File: src/rtl/score_tracker_if.sv
// score_tracker_if
// Groups the game-side signals of the score tracker into one bundle.
//   reached_target : level from the game logic, each 0->1 edge is one point
//   restart        : synchronous new-game request
//   score_bcd      : current score, packed BCD, LS digit in [3:0]
//   high_score_bcd : best score since reset, packed BCD
//   score_pulse    : one-cycle strobe per accepted point
//   win            : high while the game is won
// The master modport is the game side, the slave modport is the tracker.
interface score_tracker_if #(
  parameter int DIGITS = 2
);
  logic                  reached_target;
  logic                  restart;
  logic [4*DIGITS-1:0]   score_bcd;
  logic [4*DIGITS-1:0]   high_score_bcd;
  logic                  score_pulse;
  logic                  win;

  modport master (
    output reached_target,
    output restart,
    input  score_bcd,
    input  high_score_bcd,
    input  score_pulse,
    input  win
  );

  modport slave (
    input  reached_target,
    input  restart,
    output score_bcd,
    output high_score_bcd,
    output score_pulse,
    output win
  );
endinterface

File: src/rtl/score_tracker.sv
// score_tracker
// Counts points from rising edges of a game "target reached" level in BCD,
// declares a win when the score reaches WIN_SCORE, and tracks the best score
// seen since reset.
//   clk : single clock, all state updates on its rising edge
//   rst : asynchronous active-high reset, clears everything incl. high score
//   bus : score_tracker_if.slave (reached_target, restart in;
//         score_bcd, high_score_bcd, score_pulse, win out)
// Parameters:
//   DIGITS    : BCD digits per score value, 1..4
//   WIN_SCORE : winning score (decimal), 1..10^DIGITS-1
module score_tracker #(
  parameter int DIGITS    = 2,
  parameter int WIN_SCORE = 10
) (
  input  logic           clk,
  input  logic           rst,
  score_tracker_if.slave bus
);

  localparam int W         = 4 * DIGITS;
  localparam int MAX_SCORE = (10 ** DIGITS) - 1;

  // Illegal parameter combinations stop elaboration.
  generate
    if (DIGITS < 1 || DIGITS > 4) begin : g_bad_digits
      $error("score_tracker: DIGITS must be in 1..4");
    end
    if (WIN_SCORE < 1 || WIN_SCORE > MAX_SCORE) begin : g_bad_win
      $error("score_tracker: WIN_SCORE out of range for DIGITS");
    end
  endgenerate

  // Decimal to packed BCD, used only on constants.
  function automatic logic [W-1:0] to_bcd(input int value);
    int v;
    to_bcd = '0;
    v      = value;
    for (int i = 0; i < DIGITS; i++) begin
      to_bcd[4*i +: 4] = 4'(v % 10);
      v                = v / 10;
    end
  endfunction

  localparam logic [W-1:0] WIN_BCD = to_bcd(WIN_SCORE);

  typedef enum logic {
    PLAYING = 1'b0,
    WON     = 1'b1
  } state_t;

  state_t         state;
  state_t         state_next;
  logic           prev_target;
  logic           hit;
  logic [W-1:0]   score;
  logic [W-1:0]   score_inc;
  logic [W-1:0]   high_score;
  logic           score_pulse;
  logic           win;

  assign hit = bus.reached_target & ~prev_target;

  // Ripple BCD increment: a 9 rolls to 0 and carries into the next digit.
  always_comb begin
    logic carry;
    score_inc = score;
    carry     = 1'b1;
    for (int i = 0; i < DIGITS; i++) begin
      if (carry) begin
        if (score[4*i +: 4] == 4'd9) begin
          score_inc[4*i +: 4] = 4'd0;
        end else begin
          score_inc[4*i +: 4] = score[4*i +: 4] + 4'd1;
          carry               = 1'b0;
        end
      end
    end
  end

  always_ff @(posedge clk or posedge rst) begin
    if (rst) begin
      state <= PLAYING;
    end else begin
      state <= state_next;
    end
  end

  // Restart overrides everything; the win is taken on the same edge as the
  // increment that lands exactly on WIN_SCORE.
  always_comb begin
    state_next = state;
    if (bus.restart) begin
      state_next = PLAYING;
    end else if (state == PLAYING && hit && score_inc == WIN_BCD) begin
      state_next = WON;
    end
  end

  always_comb begin
    win = (state == WON);
  end

  // The edge detector samples every cycle, restart included, so a level held
  // across a restart is not counted twice. The high score compares the
  // pre-edge score, which gives the one-cycle lag and lets it see the score
  // that a restart is about to clear. Valid BCD compares correctly as binary.
  always_ff @(posedge clk or posedge rst) begin
    if (rst) begin
      prev_target <= 1'b0;
      score       <= '0;
      score_pulse <= 1'b0;
      high_score  <= '0;
    end else begin
      prev_target <= bus.reached_target;
      if (score > high_score) begin
        high_score <= score;
      end
      if (bus.restart) begin
        score       <= '0;
        score_pulse <= 1'b0;
      end else if (hit && state == PLAYING) begin
        score       <= score_inc;
        score_pulse <= 1'b1;
      end else begin
        score_pulse <= 1'b0;
      end
    end
  end

  assign bus.score_bcd      = score;
  assign bus.high_score_bcd = high_score;
  assign bus.score_pulse    = score_pulse;
  assign bus.win            = win;

endmodule

File: src/flat_wrapper.sv
// flat-port wrapper written by rule: the top's interface ports become plain ports
module score_tracker_flat 
#(
  parameter int DIGITS    = 2,
  parameter int WIN_SCORE = 10
)
  (clk, rst, bus_reached_target, bus_restart, bus_score_bcd, bus_high_score_bcd, bus_score_pulse, bus_win);
  score_tracker_if #(.DIGITS(DIGITS)) bus_i ();
  input  logic clk;
  input  logic rst;
  input wire logic [$bits(bus_i.reached_target)-1:0] bus_reached_target;
  input wire logic [$bits(bus_i.restart)-1:0] bus_restart;
  output wire logic [$bits(bus_i.score_bcd)-1:0] bus_score_bcd;
  output wire logic [$bits(bus_i.high_score_bcd)-1:0] bus_high_score_bcd;
  output wire logic [$bits(bus_i.score_pulse)-1:0] bus_score_pulse;
  output wire logic [$bits(bus_i.win)-1:0] bus_win;
  assign bus_i.reached_target = bus_reached_target;
  assign bus_i.restart = bus_restart;
  assign bus_score_bcd = bus_i.score_bcd;
  assign bus_high_score_bcd = bus_i.high_score_bcd;
  assign bus_score_pulse = bus_i.score_pulse;
  assign bus_win = bus_i.win;
  score_tracker #(.DIGITS(DIGITS), .WIN_SCORE(WIN_SCORE)) u_core (.clk(clk), .rst(rst), .bus(bus_i));
endmodule
File: config.mk
export PLATFORM = sky130hd
export DESIGN_NAME = score_tracker_flat
export DESIGN_NICKNAME = d
export VERILOG_FILES = /design/src/rtl/score_tracker_if.sv /design/src/rtl/score_tracker.sv /design/src/flat_wrapper.sv
export SDC_FILE = /design/constraint.sdc
export NUM_CORES = 1
export LEC_CHECK = 0
export CELL_PAD_IN_SITES_DETAIL_PLACEMENT = 0
export CELL_PAD_IN_SITES_GLOBAL_PLACEMENT = 1
export CORE_AREA = 4 4 62 64
export DETAILED_ROUTE_END_ITERATION = 16
export DIE_AREA = 0 0 66 68
export PLACE_DENSITY_LB_ADDON = 0.1
export SLEW_MARGIN = 20
export SYNTH_ARGS = -nofsm -noshare
export SYNTH_HDL_FRONTEND = slang
export SYNTH_SLANG_ARGS = --single-unit
File: constraint.sdc
create_clock -name clk -period 3.9 [get_ports clk]
set_clock_uncertainty 0.2 [all_clocks]
set_input_delay 0.78 -clock clk [delete_from_list [all_inputs] [get_ports clk]]
set_output_delay 0.78 -clock clk [all_outputs]
set_load 0.02 [all_outputs]
==> out/results.ini <==
[global_routing]
overflow = 0
antenna_found_initial = 0
grt_pass1_vias = 1241
grt_util_all_layers_pct = 16.4
grt_pass1_wl_microns = 5780
grt_max_degree = 20

[detailed_routing]
avgRoutedWirePerCell_microns = 15.3
final_antenna_net_count = 0
drt_first_pass_iters = 4
first_iter_violations = 32
drc = 0
num_vias = 1241
wl_microns = 3340
via_per_inst = 5.69

[sta]
whs_ns = 0.455
rsz0062_at_grt = false
fmax_ghz = 0.393
finalMaxSlewViolations = 0
setup_viol = 0
finalHoldViolations = 0
tns_ns = 0
tightest_slew_ns = 0.770
post-route-period-util_pct = 65.2
slew_headroom_pct = 48.6
finalCriticalPeriod_ns = 2.54

[die]
die_x_microns = 66
die_y_microns = 68
num_rows = 21
ios = 22
core_sq_um = 3280
dieArea_sq_um = 4490
initial_core_util_pct = 42.1

[critical_path]
cp.depth = 1
slowest_delay_ns = 0.68
cp_data_arrival_time_ns = 1.56
rrSetupSlack_ns = 1.36
cp_top_family = buffers and inverters
reg2regPathDepth = 5
start_kind = register
crit_chain = clkdlybuf4s50_1
critPathRequiredTime_ns = 2.92
path_buf_inv = 1
crit_type = register to primary output
end_kind = primary output
timing.rr.end = u_core.bus.high_score_bcd[4]
slowest_stage = clkdlybuf4s50_1
worst_r2r_startpoint = u_core.bus.score_bcd[5]
path_max_fanout = 11

[yosys]
ys_warn_count = 0
synth.largest_area_cell = dfrtp_1
synthFlopType = dfrtp_1
yosysTopAreaCellShare_pct = 34.4
synth.avg_cell_area_sq_um = 8.70
yosysSeqAreaShare_pct = 34.4
syn_nets = 171
syn_inst = 159
synth_area_sq_um = 1380
ys_async_sr_fraction_pct = 100
ys_seq_elements = 19
synth_area_leaders = dfrtp_1 (34%), a211oi_2 (8.1%), ha_1 (7.2%)
synth-edff-count = 0
synth_cell_types = 36

[cts]
cts.sinks = 19
clk_pin_slew_ns = 0.12
htreeDepth = 1
cts_root_buf = clkbuf_4
worstSkewPairLatency_ns = 0.30
clk_path_buf_depth = 2
cts_tree = yes
cts_made_buffers = 3
ctsResizeCount = 0
post-cts-setup-buffers = 0
holdBufCountCts = 0

[job]
drv_cap = 0

[pwr]
total_power_mw = 0.955
power_density_nw_per_um2 = 590
ir_drop_mv = 0.306
power_leakage_nw = 0.676

[place]
gp_congestion = 0.764
place_area_sq_um = 1590
portBuffers = 21
dp_hpwl_microns = 2360

[final_layout]
final.fill_count = 314
area_delta_synth_final_pct = 16.9
design_area_sq_um = 1620
final_util_pct = 49.3
final_cell_mix = clkdlybuf4s50_1 (21), dfrtp_1 (19), nor2_1 (18)
final_common_cell = clkdlybuf4s50_1
n_antenna_cell = 0
final_layout_size_suffix_gt1_share_pct = 9.88
fin_nets = 185

[hold_path]
hold_end = u_core.bus.score_pulse
hp-start = u_core.prev_target
hold_class = register to register
min_delay_path_depth = 2

[outcome]
outcome = finished clean

## cell usage after synthesis (2+ instances only)
master / number
nor4b_1: 8
a31oi_1: 2
nor2_1: 19
nand4_1: 4
nor3b_1: 2
o211a_1: 2
nand2_1: 13
nand3_1: 4
buf_2: 3
a21oi_1: 3
nor3_1: 9
o22ai_1: 8
ha_1: 8
buf_6: 2
a211oi_2: 9
o21ai_0: 3
clkbuf_1: 5
nor2b_1: 6
xnor2_1: 2
xor2_1: 2
buf_1: 2
inv_1: 11
dfrtp_1: 19
## flip-flops by register name (all words and copies together) (netlist names)
register / flops
u_core.bus.score_pulse: 1
u_core.bus.high_score_bcd: 8
u_core.prev_target: 1
u_core.bus.score_bcd: 8
u_core.bus.win: 1
## final cells by class
type	instances	area (sq um)	area share, %
Tap cell	46	57.6	3.56
Clock inverter	1	5.00	0.309
Timing Repair Buffer	21	210	13.0
Multi-Input combinational cell	117	806	49.8
Sequential cell	19	475	29.4
Inverter	11	41.3	2.55
Clock buffer	3	22.5	1.39
## worst max-delay path by stage
stage | from | endpoint | slack (ns)
2_1_floorplan | u_core.bus.high_score_bcd[1] | u_core.bus.high_score_bcd[0] | 1.56
3_3_place_gp | bus_reached_target | u_core.bus.score_bcd[7] | 1.17
3_5_place_dp | bus_reached_target | u_core.bus.score_bcd[7] | 1.12
4_1_cts | u_core.bus.score_bcd[2] | bus_score_bcd[2] | 1.33
5_1_grt | u_core.bus.score_bcd[5] | u_core.bus.high_score_bcd[5] | 1.18
6_report | u_core.bus.score_bcd[4] | bus_score_bcd[4] | 1.36
## power by group
group	leakage, nW	switching, mW	internal [mW]
sequential	0.254	0.0354	0.232
combinational	0.404	0.338	0.241
clock	0.0177	0.0701	0.0382
## logic make-up after synthesis
logic type,after synthesis,synth area share [%]
compound gates,30,17.8
flops,19,34.4
simple gates,74,29.7
mux,1,0.723
xor+xnor,4,2.53
buf+inv,23,7.59
fa+ha+maj,8,7.23
## through the flow
step	cells	worst slack, ns
2_1_floorplan	159	1.56
3_3_place_gp	214	1.17
3_5_place_dp	214	1.12
4_1_cts	218	1.33
5_1_grt	218	1.18
6_report	218	1.36
## metal layers
layer | routed length [microns] | part of all wire [%] | global-route usage (%)
met1 | 1700 | 51 | 22.5
met4 | 17 | 0.51 | 3.81
met2 | 1540 | 46 | 27.3
met3 | 77 | 2.3 | 2.63
met5 | 0 | 0 | 0
Power figures use the tool's default switching activity.
